**config.mk**
```make
export PLATFORM = sky130hd
export DESIGN_NAME = osd_wr_arbiter
export DESIGN_NICKNAME = d
export VERILOG_FILES = /design/src/rtl/osd_wr_arbiter.sv
export SDC_FILE = /design/constraint.sdc
export NUM_CORES = 1
export LEC_CHECK = 0
export BUFFER_PORTS_ARGS = -buffer_cell sky130_fd_sc_hd__buf_2
export CORE_ASPECT_RATIO = 0.7
export CORE_MARGIN = 8
export CORE_UTILIZATION = 53
export CTS_CLUSTER_DIAMETER = 150
export DETAILED_ROUTE_END_ITERATION = 8
export PLACE_DENSITY = 0.84
export RECOVER_POWER = 50
export SETUP_SLACK_MARGIN = 0.3
export SKIP_CTS_REPAIR_TIMING = 1
export SLEW_MARGIN = 0
export SYNTH_ARGS = -nofsm -noshare
export SYNTH_HDL_FRONTEND = slang
export SYNTH_SLANG_ARGS = --single-unit
```
**constraint.sdc**
```tcl
create_clock -name SYS_CLK -period 6.4 [get_ports SYS_CLK]
set_clock_uncertainty 0.2 [all_clocks]
set_input_delay 0.64 -clock SYS_CLK [delete_from_list [all_inputs] [get_ports SYS_CLK]]
set_output_delay 0.64 -clock SYS_CLK [all_outputs]
set_load 0.03 [all_outputs]
```
**src/rtl/osd_wr_arbiter.sv**
```systemverilog
`default_nettype none
// ============================================================================
//  Module      : osd_wr_arbiter
//  Description : Two-requester arbiter for the single OSD write port.
//                Round-robin with a starvation override, optional gating by
//                the OSD-safe window, and a forced idle gap between writes.
//                Requester 0 is the NIOS II write path, requester 1 the
//                hardware status-overlay engine.
//  Revision    : 1.0 - initial release
// ============================================================================
module osd_wr_arbiter #(
   parameter int DW         = 20,
   parameter int GAP_CYC    = 2,
   parameter int USE_WINDOW = 1
) (
   input  logic          SYS_CLK,
   input  logic          SYS_RST,
   input  logic          win_i,
   input  logic [1:0]    req_i,
   input  logic [DW-1:0] data0_i,
   input  logic [DW-1:0] data1_i,
   output logic [1:0]    gnt_o,
   output logic [DW:0]   OSDWr_o,
   output logic          busy_o,
   output logic [1:0]    starve_o
);

   typedef enum logic [1:0] {
      ST_IDLE  = 2'd0,
      ST_WRITE = 2'd1,
      ST_GAP   = 2'd2
   } state_t;

   // Gap counter load value; GAP_CYC is limited to 0..15 so 4 bits suffice.
   localparam logic [3:0] GAP_LOAD = 4'(GAP_CYC);
   localparam logic       GAP_EN   = (GAP_CYC != 0);
   localparam logic       WIN_EN   = (USE_WINDOW != 0);

   state_t        state_q, state_d;
   logic [3:0]    gcnt_q, gcnt_d;
   logic          last_q, last_d;
   logic [1:0]    gnt_q, gnt_d;
   logic          strb_q, strb_d;
   logic [DW-1:0] word_q, word_d;

   logic [1:0]    starve;
   logic [1:0]    starve_req;
   logic          req_ok;
   logic          winner;

   // Per-requester wait counters: count ungranted cycles while requesting,
   // saturate at 255, and clear on grant or when the request is withdrawn.
   for (genvar gi = 0; gi < 2; gi++) begin : g_wcnt
      logic [7:0] wcnt_q;

      // Wait counter update for requester gi.
      always_ff @(posedge SYS_CLK) begin
         if (SYS_RST || !req_i[gi] || gnt_q[gi]) begin
            wcnt_q <= 8'd0;
         end else if (wcnt_q != 8'hFF) begin
            wcnt_q <= wcnt_q + 8'd1;
         end
      end

      assign starve[gi] = (wcnt_q == 8'hFF);
   end

   // A request is grantable only when the window is open (or ignored).
   assign req_ok = (|req_i) && (win_i || !WIN_EN);

   // Winner selection: lone starving requester, then lone requester,
   // otherwise the requester that was not served last.
   always_comb begin
      starve_req = starve & req_i;
      winner     = ~last_q;
      if (starve_req == 2'b01) begin
         winner = 1'b0;
      end else if (starve_req == 2'b10) begin
         winner = 1'b1;
      end else if (req_i == 2'b01) begin
         winner = 1'b0;
      end else if (req_i == 2'b10) begin
         winner = 1'b1;
      end
   end

   // Next-state and registered-output logic; grants only leave ST_IDLE, so
   // the stale request seen during ST_WRITE can never be granted twice.
   always_comb begin
      state_d = state_q;
      gcnt_d  = gcnt_q;
      last_d  = last_q;
      gnt_d   = 2'b00;
      strb_d  = 1'b0;
      word_d  = word_q;
      case (state_q)
         ST_IDLE: begin
            if (req_ok) begin
               state_d = ST_WRITE;
               gnt_d   = winner ? 2'b10 : 2'b01;
               strb_d  = 1'b1;
               word_d  = winner ? data1_i : data0_i;
               last_d  = winner;
            end
         end
         ST_WRITE: begin
            if (GAP_EN) begin
               state_d = ST_GAP;
               gcnt_d  = GAP_LOAD;
            end else begin
               state_d = ST_IDLE;
            end
         end
         ST_GAP: begin
            gcnt_d = gcnt_q - 4'd1;
            if (gcnt_q <= 4'd1) begin
               state_d = ST_IDLE;
               gcnt_d  = 4'd0;
            end
         end
         default: begin
            state_d = ST_IDLE;
            gcnt_d  = 4'd0;
         end
      endcase
   end

   // State and output registers; reset drops any in-flight grant.
   always_ff @(posedge SYS_CLK) begin
      if (SYS_RST) begin
         state_q <= ST_IDLE;
         gcnt_q  <= 4'd0;
         last_q  <= 1'b1;
         gnt_q   <= 2'b00;
         strb_q  <= 1'b0;
         word_q  <= '0;
      end else begin
         state_q <= state_d;
         gcnt_q  <= gcnt_d;
         last_q  <= last_d;
         gnt_q   <= gnt_d;
         strb_q  <= strb_d;
         word_q  <= word_d;
      end
   end

   assign gnt_o    = gnt_q;
   assign OSDWr_o  = {strb_q, word_q};
   assign busy_o   = (state_q != ST_IDLE);
   assign starve_o = starve;

endmodule
`default_nettype wire

```
==> run summary <==
DIE
--------------------------------------------------------------------------------
Die ar. ........................................................... 0.006097 mm²
I/O pin count .....................................................           71
Die outline height ................................................     67.77 µm
Standard cell core area ........................................... 0.003603 mm²
Starting density of the core ......................................       56.32%
Die width .........................................................     89.96 µm
Number of rows created at floorplan ...............................           18

SETUP PATH
--------------------------------------------------------------------------------
Top cell family by delay on the critical path ..................... compound AO/OA/AOI/OAI gates
Required @ worst endpoint .........................................      6440 ps
Type of the worst setup path ...................................... flip-flop to flip-flop
Count of buffer and inverter cells on the critical path ...........            0
Crit path max-delay cell type ..................................... sky130_fd_sc_hd__a21oi_2
Worst path max stage delay ........................................       710 ps
Biggest fanout along the worst timing path ........................           21
Arrival time worst endpoint .......................................      2910 ps
R2R setup slack ...................................................      3530 ps
Crit path cell chain .............................................. ha_1 -> nand4_1 -> or2_0 -> maj3_2 -> a21oi_2 -> a221o_1
Worst Setup End Kind ..............................................    flip-flop
Critical Path Start Type ..........................................    flip-flop

PLACEMENT
--------------------------------------------------------------------------------
Number of cells after detailed placement ..........................          321
DPL Wire Length ...................................................      3530 µm
Final Wtd Congestion ..............................................       0.8311
Post-Place Worst Slack ............................................      3644 ps
Count of input and output buffers .................................           70

DETAILED ROUTING
--------------------------------------------------------------------------------
Metal1 wirelength .................................................      2140 µm
Met3 routed WL ....................................................       375 µm
Post-route ant nets ...............................................            0
Count of unresolved DRC violations after routing ..................            0
Average wire length per cell after detail routing .................     13.99 µm
DRT Pass-1 Iters ..................................................            4
Detailed-route vias per instance ..................................        5.237
DRC marker count from the first detailed-route iteration ..........           41
Uppermost layer routed ............................................         met4
Routed wire length on met2 ........................................      2012 µm
DR vias ...........................................................         1723
Total wire length .................................................      4604 µm

LAYOUT
--------------------------------------------------------------------------------
Diode insertion count for antenna repair ..........................            0
Non-Filler Instances ..............................................          329
Syn-to-layout area delta ..........................................       20.22%
Nets ..............................................................          331
Fraction of layout cells with a size suffix above 1 ...............       22.94%

GRT
--------------------------------------------------------------------------------
First-pass GRT wire length ........................................      7410 µm
Global-route usage over all layers ................................       14.89%
Overflow left after global routing ................................            0
Number of global-route vias before repair .........................         1727
Number of antenna violations at the first check in global routing .            0
Largest net degree at the start of global routing .................           23

WORST HOLD PATH
--------------------------------------------------------------------------------
HP Class .......................................................... flip-flop to flip-flop

POWER
--------------------------------------------------------------------------------
Max rail drop VDD .................................................  0.0001745 V
P_sw ..............................................................     198.1 µW
Switching portion of total power ..................................       29.49%
Power Total .......................................................     671.8 µW
Combinational share of power ......................................        20.4%
Power share of the clock group ....................................        31.7%
Internal portion of total power ...................................     473.7 µW
Power density over the cells ...................................... 275.4 mW/mm²
Flop pwr share ....................................................        47.9%
Leakage ...........................................................     1.015 nW

CLOCK TREE
--------------------------------------------------------------------------------
Clock slew at reported path FFs ...................................        90 ps
Number of buffers added by the clock tree synthesis step ..........            5
Clk root buf ...................................................... sky130_fd_sc_hd__clkbuf_8
Clock sink count ..................................................           46
Insertion delay to the later sink of the worst-skew pair ..........       300 ps
CTS HTree Levels ..................................................            2
CTS max path bufs .................................................            2
TritonCTS clock tree ..............................................          yes

STA
--------------------------------------------------------------------------------
Tcrit/Tclk final ..................................................       44.84%
Maximum clock rate ................................................   0.3484 GHz
Setup repair after global routing missed its margin ...............        false
Crit path setup slack, layout .....................................      3530 ps
Time the worst path needs with I/O delays and setup ...............      2870 ps
Number of failing hold endpoints at the final stage ...............            0
Hold Worst Slack ..................................................     275.7 ps
Setup Viol. Count Final ...........................................            0
Worst slew margin .................................................       29.10%
Pin slew with the least headroom to its limit .....................      1061 ps
Fin Setup TNS .....................................................         0 ps
Max Transition Viols Final ........................................            0

SYNTHESIS
--------------------------------------------------------------------------------
Post-Synthesis Net Count ..........................................          264
Share of async-settable or async-resettable flops after synthesis .           0%
Gate count of the mapped netlist ..................................          211
Fraction of synthesized cell area taken by the top area cell type .       45.38%
Portion of the post-synthesis area used by sequential elements ....       45.38%
Cell accounting for the most synthesized area ..................... sky130_fd_sc_hd__dfxtp_1
Count of synthesis-stage warnings from yosys ......................            0
Commonest register cell after synthesis ........................... sky130_fd_sc_hd__dfxtp_1
Post-synthesis instance area ...................................... 0.002029 mm²
Synthesized flop and latch total ..................................           46
Number of enable flip-flop cells after synthesis ..................            0
Count of distinct cell types in the synthesized netlist ...........           40
Largest cells by area after synthesis ............................. sky130_fd_sc_hd__dfxtp_1 45%, sky130_fd_sc_hd__a221o_1 8.9%, sky130_fd_sc_hd__and2_1 6.2%
Avg Inst Size Synth ...............................................    9.618 µm²

OUTCOME
--------------------------------------------------------------------------------
Run status ........................................................ finished, final reports clean

JOB
--------------------------------------------------------------------------------
Max-capacitance violation count ...................................            0

[routing by layer]
metal,GRT usage (%),vias up
li1,-,897
met4,6.804,0
met3,6.977,8
met5,0,-
met1,17.04,765
met2,23.77,53
[cell type report]
| type | count | area (µm²) |
|---|---|---|
| Clock buffer | 6 | 72.57 |
| Timing Repair Buffer | 70 | 324.1 |
| Clock inverter | 2 | 37.54 |
| Tap cell | 50 | 62.56 |
| Inverter | 8 | 30.03 |
| Fill cell | 314 | 1164 |
| Multi-Input combinational cell | 147 | 992.2 |
| Sequential cell | 46 | 920.9 |
[synthesized netlist by cell type, drive strengths merged (3+ instances only)]
master / n
and3: 4
and2: 20
xnor2: 6
or2: 3
nor2: 12
clkbuf: 3
nand3: 6
inv: 8
buf: 7
a21oi: 18
a221o: 20
nand2: 19
nor3: 4
a31oi: 3
dfxtp: 46
o21ai: 5
ha: 8
[tightest hold or removal path, cell delays in order, from the launching register on]
cell	delay, ps
sky130_fd_sc_hd__dfxtp_1	330
sky130_fd_sc_hd__nand2_1	50
sky130_fd_sc_hd__a21oi_1	50
[through the flow]
| step | utilization, % | area, µm² |
|---|---|---|
| after global placement | 65.56 | 2362 |
| after global routing | 67.71 | 2440 |
| after floorplan | - | 2029 |
| after detailed placement | 65.56 | 2362 |
| after CTS | 68.61 | 2472 |
| final | 67.71 | 2440 |
[cell usage in the layout, fill, tap and decap left out, drive strengths merged, types with 2 or more instances in the layout]
cell | Yosys | layout
a21oi | 18 | 18
a221o | 20 | 20
nand3b | 2 | 2
xor2 | 2 | 2
and3 | 4 | 4
and2 | 20 | 20
nand4 | 2 | 2
nand3 | 6 | 6
nor3 | 4 | 4
o21ai | 5 | 5
a31oi | 3 | 3
buf | 7 | 49
o211ai | 2 | 2
clkbuf | 3 | 27
nand2 | 19 | 19
dfxtp | 46 | 46
or2 | 3 | 3
ha | 8 | 8
nor2 | 12 | 12
inv | 8 | 7
xnor2 | 6 | 6
[registers in the layout, indices dropped and copies added, names as in the netlist]
name / count
gcnt_q: 4
g_wcnt.wcnt_q: 16
gnt_o: 2
strb_q: 1
state_q: 2
word_q: 20
last_q: 1
[logic make-up after synthesis]
kind of cell,synth area share [%]
DFF,45.38
muxes,0.4932
buffers and inverters,5.425
AOI/OAI and AO/OA,19.98
xor gates and xnor gates,3.453
adders and majority gates,5.487
and+or+nand+nor,19.79
[power by group through the flow]
stage               Sequential, mW  Combinational (mW)  Clock, mW
global placement             0.328               0.141          0
finish                       0.322               0.137      0.213
floorplan                    0.362              0.0648          0
CTS                          0.322               0.143      0.217
global route                 0.325               0.149      0.226
detailed placement           0.327               0.143          0
[final timing paths]
kind | to | startpoint | cells past startpoint
setup / recovery | word_q[17]$_SDFFE_PP0N_ | g_wcnt[1].wcnt_q[0]$_SDFFE_PP0P_ | 6
hold / removal | state_q[0]$_SDFFE_PP0P_ | state_q[0]$_SDFFE_PP0P_ | 2
setup reg to reg | word_q[17]$_SDFFE_PP0N_ | g_wcnt[1].wcnt_q[0]$_SDFFE_PP0P_ | 6
hold reg to reg | state_q[0]$_SDFFE_PP0P_ | state_q[0]$_SDFFE_PP0P_ | 2
Power figures use the tool's default switching activity.
